===== config.mk =====
export PLATFORM = sky130hd
export DESIGN_NAME = data_mem_bus_flat
export DESIGN_NICKNAME = d
export VERILOG_FILES = /design/src/rtl/data_mem_bus_if.sv /design/src/rtl/data_mem_bus.sv /design/src/flat_wrapper.sv
export SDC_FILE = /design/constraint.sdc
export NUM_CORES = 2
export LEC_CHECK = 0
export BUFFER_PORTS_ARGS = -buffer_cell sky130_fd_sc_hd__buf_4
export CAP_MARGIN = 20
export CORE_ASPECT_RATIO = 0.9
export CORE_UTILIZATION = 35
export CTS_CLUSTER_SIZE = 8
export DETAILED_ROUTE_END_ITERATION = 10
export PLACE_DENSITY = 0.5
export SYNTH_ARGS = -nofsm -noshare
export SYNTH_HDL_FRONTEND = slang
export SYNTH_SLANG_ARGS = --single-unit
export TNS_END_PERCENT = 5

===== constraint.sdc =====
create_clock -name clock -period 6 [get_ports clock]
set_input_delay 0.9 -clock clock [delete_from_list [all_inputs] [get_ports clock]]
set_output_delay 0.9 -clock clock [all_outputs]
set_load 0.02 [all_outputs]

===== src/rtl/data_mem_bus_if.sv =====
`default_nettype none
// ============================================================================
// Module      : data_mem_bus_if
// Description : Load/store handshake bundle between the CPU and data_mem_bus.
//               The master drives a request that it holds until ack; the
//               slave answers with a one-cycle ack and the read data.
// Ports       : req, we, addr, w_data  (master -> slave)
//               r_data, ack            (slave -> master)
// Revision    : 1.0 - initial release
// ============================================================================
interface data_mem_bus_if #(
   parameter int DATA_WIDTH = 8,
   parameter int ADDR_WIDTH = 8
);
   logic                  req;
   logic                  we;
   logic [ADDR_WIDTH-1:0] addr;
   logic [DATA_WIDTH-1:0] w_data;
   logic [DATA_WIDTH-1:0] r_data;
   logic                  ack;

   modport master (output req, we, addr, w_data, input  r_data, ack);
   modport slave  (input  req, we, addr, w_data, output r_data, ack);
endinterface
`default_nettype wire


===== src/rtl/data_mem_bus.sv =====
`default_nettype none
// ============================================================================
// Module      : data_mem_bus
// Description : Parametrised data memory with req/ack handshake, programmable
//               wait states and a memory-mapped I/O window.
//               Address map: 0..DEPTH-1 RAM, IO_BASE..IO_BASE+NUM_IO-1 I/O,
//               everything else reads 0 and drops writes (still acked).
// Ports       : clock    - system clock, rising edge
//               reset_n  - asynchronous active-low reset
//               bus      - data_mem_bus_if.slave (req/we/addr/w_data/r_data/ack)
//               io_in    - asynchronous input ports, channel k at [k*DW +: DW]
//               io_out   - registered output ports, same packing
//               err      - (DATA_MEM_BUS_ERR_EN) pulses with ack on unmapped access
//               err_addr - (DATA_MEM_BUS_ERR_EN) address of last unmapped access
// Options     : define DATA_MEM_BUS_ERR_EN to add err/err_addr reporting.
// Revision    : 1.0 - initial release
// ============================================================================
module data_mem_bus #(
   parameter int DATA_WIDTH  = 8,
   parameter int ADDR_WIDTH  = 8,
   parameter int DEPTH       = 192,
   parameter int IO_BASE     = 240,
   parameter int NUM_IO      = 4,
   parameter int WAIT_STATES = 1
) (
   input  logic                         clock,
   input  logic                         reset_n,
   data_mem_bus_if.slave                bus,
   input  logic [NUM_IO*DATA_WIDTH-1:0] io_in,
   output logic [NUM_IO*DATA_WIDTH-1:0] io_out
`ifdef DATA_MEM_BUS_ERR_EN
   ,
   output logic                         err,
   output logic [ADDR_WIDTH-1:0]        err_addr
`endif
);

   typedef enum logic [1:0] {
      S_IDLE = 2'd0,
      S_WAIT = 2'd1,
      S_ACK  = 2'd2
   } state_t;

   localparam int                  c_wait_m1  = (WAIT_STATES > 0) ? WAIT_STATES - 1 : 0;
   localparam logic [3:0]          c_cnt_init = c_wait_m1[3:0];
   localparam int                  c_ram_aw   = $clog2(DEPTH);
   localparam logic [ADDR_WIDTH:0] c_depth    = DEPTH[ADDR_WIDTH:0];
   localparam logic [ADDR_WIDTH:0] c_io_base  = IO_BASE[ADDR_WIDTH:0];

   state_t                  r_state, w_state_nxt;
   logic [3:0]              r_cnt, w_cnt_nxt;
   logic                    w_enter_ack;
   logic                    r_ack;
   logic [DATA_WIDTH-1:0]   r_rdata;
   logic                    r_we;
   logic [ADDR_WIDTH-1:0]   r_addr;
   logic [DATA_WIDTH-1:0]   r_wdata;
   logic [NUM_IO*DATA_WIDTH-1:0] r_sync1, r_sync2;
   logic [DATA_WIDTH-1:0]   r_mem [0:DEPTH-1];

   logic                    w_acc_we;
   logic [ADDR_WIDTH-1:0]   w_acc_addr;
   logic [DATA_WIDTH-1:0]   w_acc_wdata;
   logic [ADDR_WIDTH:0]     w_addr_x;
   logic [c_ram_aw-1:0]     w_ram_idx;
   logic                    w_in_ram;
   logic [NUM_IO-1:0]       w_io_sel;
   logic                    w_in_io;
   logic [DATA_WIDTH-1:0]   w_io_rd;
   logic [DATA_WIDTH-1:0]   w_rd_val;

   // ---------------------------------------------------------------- FSM
   always_ff @(posedge clock or negedge reset_n) begin
      if (!reset_n) begin
         r_state <= S_IDLE;
         r_cnt   <= 4'd0;
      end else begin
         r_state <= w_state_nxt;
         r_cnt   <= w_cnt_nxt;
      end
   end

   // w_enter_ack marks the edge on which the access is performed.
   always_comb begin
      w_state_nxt = r_state;
      w_cnt_nxt   = r_cnt;
      w_enter_ack = 1'b0;
      case (r_state)
         S_IDLE: begin
            if (bus.req) begin
               if (WAIT_STATES == 0) begin
                  w_state_nxt = S_ACK;
                  w_enter_ack = 1'b1;
               end else begin
                  w_state_nxt = S_WAIT;
                  w_cnt_nxt   = c_cnt_init;
               end
            end
         end
         S_WAIT: begin
            if (r_cnt == 4'd0) begin
               w_state_nxt = S_ACK;
               w_enter_ack = 1'b1;
            end else begin
               w_cnt_nxt = r_cnt - 4'd1;
            end
         end
         S_ACK:   w_state_nxt = S_IDLE;   // req ignored: no double issue
         default: w_state_nxt = S_IDLE;
      endcase
   end

   // ------------------------------------------------------ access select
   // With zero wait states the access completes on the sampling edge, so
   // the live bus values are used in IDLE and the latched copy afterwards.
   assign w_acc_we    = (r_state == S_IDLE) ? bus.we     : r_we;
   assign w_acc_addr  = (r_state == S_IDLE) ? bus.addr   : r_addr;
   assign w_acc_wdata = (r_state == S_IDLE) ? bus.w_data : r_wdata;

   assign w_addr_x  = {1'b0, w_acc_addr};
   assign w_ram_idx = w_acc_addr[c_ram_aw-1:0];
   assign w_in_ram  = (w_addr_x < c_depth);
   assign w_in_io   = |w_io_sel;

   always_comb begin
      w_io_sel = '0;
      w_io_rd  = '0;
      for (int k = 0; k < NUM_IO; k++) begin
         if (w_addr_x == (c_io_base + k[ADDR_WIDTH:0])) begin
            w_io_sel[k] = 1'b1;
            w_io_rd     = r_sync2[k*DATA_WIDTH +: DATA_WIDTH];
         end
      end
   end

   always_comb begin
      w_rd_val = '0;
      if (w_in_ram)
         w_rd_val = r_mem[w_ram_idx];
      else if (w_in_io)
         w_rd_val = w_io_rd;
   end

   // ----------------------------------------------------------- datapath
   always_ff @(posedge clock or negedge reset_n) begin
      if (!reset_n) begin
         r_ack   <= 1'b0;
         r_rdata <= '0;
         r_we    <= 1'b0;
         r_addr  <= '0;
         r_wdata <= '0;
         r_sync1 <= '0;
         r_sync2 <= '0;
      end else begin
         r_ack   <= w_enter_ack;
         r_sync1 <= io_in;
         r_sync2 <= r_sync1;
         if (r_state == S_IDLE && bus.req) begin
            r_we    <= bus.we;
            r_addr  <= bus.addr;
            r_wdata <= bus.w_data;
         end
         if (w_enter_ack && !w_acc_we)
            r_rdata <= w_rd_val;
      end
   end

   // RAM is not reset; reset_n gates the write so an access that would
   // complete while reset is asserted is discarded.
   always_ff @(posedge clock) begin
      if (reset_n && w_enter_ack && w_acc_we && w_in_ram)
         r_mem[w_ram_idx] <= w_acc_wdata;
   end

   for (genvar k = 0; k < NUM_IO; k++) begin : g_io_ch
      logic [DATA_WIDTH-1:0] r_ch;
      always_ff @(posedge clock or negedge reset_n) begin
         if (!reset_n)
            r_ch <= '0;
         else if (w_enter_ack && w_acc_we && w_io_sel[k])
            r_ch <= w_acc_wdata;
      end
      assign io_out[k*DATA_WIDTH +: DATA_WIDTH] = r_ch;
   end

   assign bus.ack    = r_ack;
   assign bus.r_data = r_rdata;

`ifdef DATA_MEM_BUS_ERR_EN
   logic                  w_unmapped;
   logic                  r_err;
   logic [ADDR_WIDTH-1:0] r_err_addr;

   assign w_unmapped = !w_in_ram && !w_in_io;

   always_ff @(posedge clock or negedge reset_n) begin
      if (!reset_n) begin
         r_err      <= 1'b0;
         r_err_addr <= '0;
      end else begin
         r_err <= w_enter_ack && w_unmapped;
         if (w_enter_ack && w_unmapped)
            r_err_addr <= w_acc_addr;
      end
   end

   assign err      = r_err;
   assign err_addr = r_err_addr;
`endif

endmodule
`default_nettype wire


===== src/flat_wrapper.sv =====
// flat-port wrapper written by rule: the top's interface ports become plain ports
module data_mem_bus_flat 
#(
   parameter int DATA_WIDTH  = 8,
   parameter int ADDR_WIDTH  = 8,
   parameter int DEPTH       = 192,
   parameter int IO_BASE     = 240,
   parameter int NUM_IO      = 4,
   parameter int WAIT_STATES = 1
)
  (clock, reset_n, io_in, io_out, bus_req, bus_we, bus_addr, bus_w_data, bus_r_data, bus_ack);
  data_mem_bus_if #(.DATA_WIDTH(DATA_WIDTH), .ADDR_WIDTH(ADDR_WIDTH)) bus_i ();
  input  logic clock;
  input  logic reset_n;
  input  logic [NUM_IO*DATA_WIDTH-1:0] io_in;
  output logic [NUM_IO*DATA_WIDTH-1:0] io_out;
  input wire logic [$bits(bus_i.req)-1:0] bus_req;
  input wire logic [$bits(bus_i.we)-1:0] bus_we;
  input wire logic [$bits(bus_i.addr)-1:0] bus_addr;
  input wire logic [$bits(bus_i.w_data)-1:0] bus_w_data;
  output wire logic [$bits(bus_i.r_data)-1:0] bus_r_data;
  output wire logic [$bits(bus_i.ack)-1:0] bus_ack;
  assign bus_i.req = bus_req;
  assign bus_i.we = bus_we;
  assign bus_i.addr = bus_addr;
  assign bus_i.w_data = bus_w_data;
  assign bus_r_data = bus_i.r_data;
  assign bus_ack = bus_i.ack;
  data_mem_bus #(.DATA_WIDTH(DATA_WIDTH), .ADDR_WIDTH(ADDR_WIDTH), .DEPTH(DEPTH), .IO_BASE(IO_BASE), .NUM_IO(NUM_IO), .WAIT_STATES(WAIT_STATES)) u_core (.clock(clock), .reset_n(reset_n), .bus(bus_i), .io_in(io_in), .io_out(io_out));
endmodule

# Word level (Yosys, flattened, before mapping)
# Memory sizes are Yosys's and may differ from the RTL's.
# Cells that the tools add are included.
# word_totals
ramBits,1536
input_bits,52
latchBits,0
rom_bits,0
register_bits,128
output_inout_bits,41
memories,1
# memory_table
memory,depth,width,rd,rd_clocked_by_memory_dff,write_ports,line,rtl
u_core.r_mem,192,8,1,0,1,data_mem_bus.sv:59,logic [DATA_WIDTH-1:0] r_mem [0:DEPTH-1];
# op_classes
n_div,0
n_lt_le_gt_ge,1
reduce_logical,17
n_bitwise,0
mux,23
n_eq_ne,8
multipliers,0
n_shift,0
addsub,1
# op_table
op,count
$mux W8,8
$eq A8 B8 Y1 const B,4
$logic_and A1 B1 Y1,10
$mux W1,9
$lt A8 B8 Y1 const B,1
$mux W4,2
$pmux W4 S2,1
$logic_not A4 Y1,1
$mux W2,2
$ne A2 B2 Y1 const B,2
$pmux W2 S2,1
$reduce_or A4 Y1,1
$sub A4 B1 Y4 const B,1
$reduce_and A3 Y1,1
$eq A2 B1 Y1 const B,1
$logic_not A2 Y1,1
$ne A2 B1 Y1 const B,1
$reduce_and A2 Y1,1
$reduce_bool A2 Y1,1
$logic_not A1 Y1,1

# Logic depth before layout (Yosys ltp)
# logic_depth
word_depth,9
mapped_depth,13
mapped_depth_nobuf,9

# Least setup slack after synthesis
# No wires, ideal clock.
# synth_path
path_kind,register to register
from,register u_core.r_state[1]
to,"memory u_core.r_mem[0][0], data pin"
setup_ns,0.628
arrival_ns,3.549
period_less_slack_ns,4.177
n_path_buf,3
stages_incl_launch_ff,7
path_slack_ns,1.823
required_time_ns,5.372
cell_sequence,dfrtp_1 buf_6 nor2_8 buf_12 clkbuf_1 mux2i_1 inv_1
# synth_via
elab_chain_cells,2
# synth_rtl
element,line,rtl
"start, declared",data_mem_bus.sv:50,"state_t r_state, w_state_nxt;"
"start signal, assigned",data_mem_bus.sv:78,r_state <= w_state_nxt;
$logic_not A2 Y1,data_mem_bus.sv:118,assign w_acc_wdata = (r_state == S_IDLE) ? bus.w_data : r_wdata;
$mux W8,data_mem_bus.sv:118,
via u_core.w_acc_wdata[0],data_mem_bus.sv:63,logic [DATA_WIDTH-1:0] w_acc_wdata;
"end, declared",data_mem_bus.sv:59,
# The timed path passes the listed nets, and every way through them passes these cells.

# Worst setup path after layout
# layout_path
from,register u_core.r_state[1]
to,"memory u_core.r_mem[77][5], enable pin"
# layout_via
elab_chain_cells,7
# layout_rtl
element
branches (longest 7 deep; another with $lt A8 B8 Y1)
# Parallel ways; which one is timed is not known.

==> flow_summary.toml <==
[drt]
detail-route-antenna-nets = 0
drc = 0
drt-met1-wl_um = 83000
firstDrtPassIters = 5
avgViaCountPerCell = 5.62
vias = 35200
dr_wl_met2_um = 78900
routed_wl_um = 179000
initialDrtViolationCount = 3507
dr_wl_met3_um = 12900
top_layer_used = "met5"
wl_per_cell_um = 28.5

[min_path]
hp-start = "io_in[22]"
hold_path_depth = 1
hold_end = "u_core.r_sync1[22]$_DFF_PN0_"
hold_path.class = "in -> reg"

[cts]
cts_inserted_buffers = 226
clock_latency_ps = 840
clk_path_buf_depth = 3
cts_tree = "built"
cts.sink_count = 1664
root_buffer = "clkbuf_16"
htreeDepth = 4
cts.clk_slew.worst_paths_ps = 50
post-cts-setup-buffer-count = 0

[place]
gp_congestion = 0.802
placed_cell_area_um2 = 65400
port_buffers = 92
numPlacedInstances = 5973
dpl.hpwl_um = 105000
dpl_worst_slack_ps = 1400

[sta]
final.min_clock_period_ps = 4720
rsz0062_at_grt = "no"
tightest_slew_ps = 1290
fin_skew_ps = 48.4
fin_tns_setup_ps = 0
fin_crit_sh_pct = 78.6
hold_violations = 0
finalWorstSetupSlack_ps = 1280
slew_violations = 0
setup_violations = 0
whs_ps = 169
max_slew_margin_pct = 13.1
fmax_ghz = 0.212

[setup_path]
startpoint_type = "register"
rr_startpoint = "u_core.r_state[1]$_DFFE_PN0P_"
reg2reg_to = "u_core.r_mem[77][5]$_DFFE_PP_"
crit_start = "u_core.r_state[1]$_DFFE_PN0P_"
reg2regPathDepth = 6
critical_path.max_fanout = 16
ff2ff_setup_slack_ps = 1280
end_kind = "register"
arrival_ps = 5170
cp.required_ps = 6450
worstSetupPathType = "reg -> reg"

[synth]
yosys.area_share.simple_pct = 2.56
syn-cell-area_um2 = 62000
yosysSeqAreaShare_pct = 79.6
synth_most_common_cell = "edfxtp_1"
synth_common_cells = "1536 x edfxtp_1, 715 x a22oi_1, 401 x a21oi_1, 244 x nor2_1, 128 x dfrtp_1"
syn_nets = 3719
synth_warnings = 0
synth.distinct_cells = 68
ys_top_cells_by_area = "edfxtp_1 74%, a22oi_1 8.7%, dfrtp_1 5.2%"
syn_area_per_cell_um2 = 16.9
synth_ff_type = "edfxtp_1"
yosys.area.top_type = "edfxtp_1"
muxShareOfSynthArea_pct = 0.468
yosys_register_bits = 1664
synthXorXnorAreaFrac_pct = 0.0283
yosysTopAreaCellShare_pct = 74.4
async_flop_share_pct = 7.69
synth_top_family_by_area = "compound AO/OA/AOI/OAI gates"
synth_edf_count = 1536
synth_cells = 3666
synth_compound_area_share_pct = 14.9
synthAdderAreaFrac_pct = 0.0202

[finish]
fin_area_um2 = 71600
layoutNonFillerInstCount = 6270
final_nets = 3887
drive_gt1_share_pct = 12.8
area_growth_pct = 15.5

[power_and_ir_drop]
p_int_mw = 24.6
peakVddDrop_mv = 0.616
p_leak_nw = 22.1
power.density_nw_per_um2 = 538
power_frac_clock_pct = 29.6
combPwrFrac_pct = 31.1
pwr-share-seq_pct = 39.3
switching_power_mw = 13.9
p_sw_share_pct = 36.1

[floorplan]
io_pins = 93
die_w_um = 446
die_y_um = 401
die_area_um2 = 179000
num_rows = 146
start_util_pct = 35.2
core_um2 = 176000

[job]
maxCapViolCount = 0

[global_routing]
grt_max_degree = 154
grt_pass1_vias = 35000
grt_usage_pct = 19.7
antenna_found_initial = 6
grt_remaining_overflow = 0
grt_pass1_wl_um = 256000

[status]
status = "complete, no violations"
==> flip-flops by register name, indices dropped and copies added (netlist names) <==
register / cells
u_core.r_sync1: 32
u_core.r_wdata: 8
u_core.r_sync2: 32
u_core.g_io_ch.r_ch: 32
u_core.r_state: 2
u_core.r_mem: 1536
u_core.r_we: 1
u_core.bus.ack: 1
u_core.r_addr: 8
u_core.r_cnt: 4
u_core.bus.r_data: 8
==> layout by cell type, fill, tap and decap left out, drive strengths merged, types with 3 or more instances in the layout <==
| master | count |
|---|---|
| or3 | 3 |
| clkinv | 8 |
| o21a | 5 |
| o21ai | 15 |
| nor2 | 247 |
| a22oi | 716 |
| clkbuf | 279 |
| a41oi | 12 |
| a22o | 32 |
| nand3 | 9 |
| a221oi | 32 |
| buf | 205 |
| mux2 | 16 |
| inv | 20 |
| o22ai | 25 |
| edfxtp | 1536 |
| o41ai | 80 |
| nand2b | 10 |
| a211oi | 3 |
| and2 | 5 |
| nor4 | 12 |
| mux2i | 11 |
| nand4 | 8 |
| diode | 3 |
| nor3 | 6 |
| a21oi | 402 |
| nand2 | 36 |
| nand3b | 4 |
| dfrtp | 128 |
| a31oi | 3 |
==> worst max path at each step <==
stage	endpoint	slack (ps)	cells after the start
after floorplan	u_core.r_mem[0][0]$_DFFE_PP_	1820	6
after global placement	u_core.bus.r_data[7]$_DFFE_PN0P_	1340	9
after CTS	u_core.r_mem[80][7]$_DFFE_PP_	1370	6
final	u_core.r_mem[77][5]$_DFFE_PP_	1280	6
after global routing	u_core.r_mem[80][7]$_DFFE_PP_	1160	6
after detailed placement	u_core.r_mem[80][7]$_DFFE_PP_	1400	6
==> per-stage QoR <==
stage / power [mW] / util [%]
2_1_floorplan: 22.1 / -
3_3_place_gp: 27.3 / 37.2
3_5_place_dp: 27.4 / 37.2
4_1_cts: 38.8 / 40.7
5_1_grt: 39.9 / 40.7
6_report: 38.5 / 40.7
==> layout make-up <==
class                      instances  area (µm²)
antenna                            3        7.51
inverter                          14        92.6
tap                             2368        2960
timing repair buffer             206        1820
multi-input combinational       1722       11200
clock buffer                     279        5930
fill                           15800      104000
clock inverter                    14         223
sequential                      1664       49300
==> layer usage <==
layer,global-route usage [%],vias to the layer above
li1,-,15300
met1,30.0,18300
met2,28.8,1329
met3,3.96,244
met4,5.06,2
met5,0,-
==> cell families after synthesis <==
kind of cell | Yosys count
XOR/XNOR | 2
AND/OR/NAND/NOR | 355
flip-flops | 1664
multiplexers | 27
adder cells (fa/ha/maj) | 1
AO/OA/AOI/OAI | 1337
buffers and inverters | 280
==> power by group through the flow <==
stage	Sequential, mW	Clock (mW)	Combinational, mW
floorplan	15.6	0	6.56
global placement	15.3	0	11.9
detailed placement	15.3	0	12.0
CTS	15.1	11.6	12.0
global route	15.1	12.0	12.7
finish	15.1	11.4	12.0
==> worst max-delay path: stages, from the launching register on <==
cell     delay (ps)
dfrtp_1         720
or2_1           590
mux2i_1         550
buf_4           290
nor2b_1         590
nand3_1         680
nor2_1          890
==> repair_timing <==
action	CTS	global route
endpoints found under the setup margin	0	0
hold buffers	1	0
endpoints found under the hold margin	10	0
resized for setup	0	0
(Power assumes the default switching activity.)
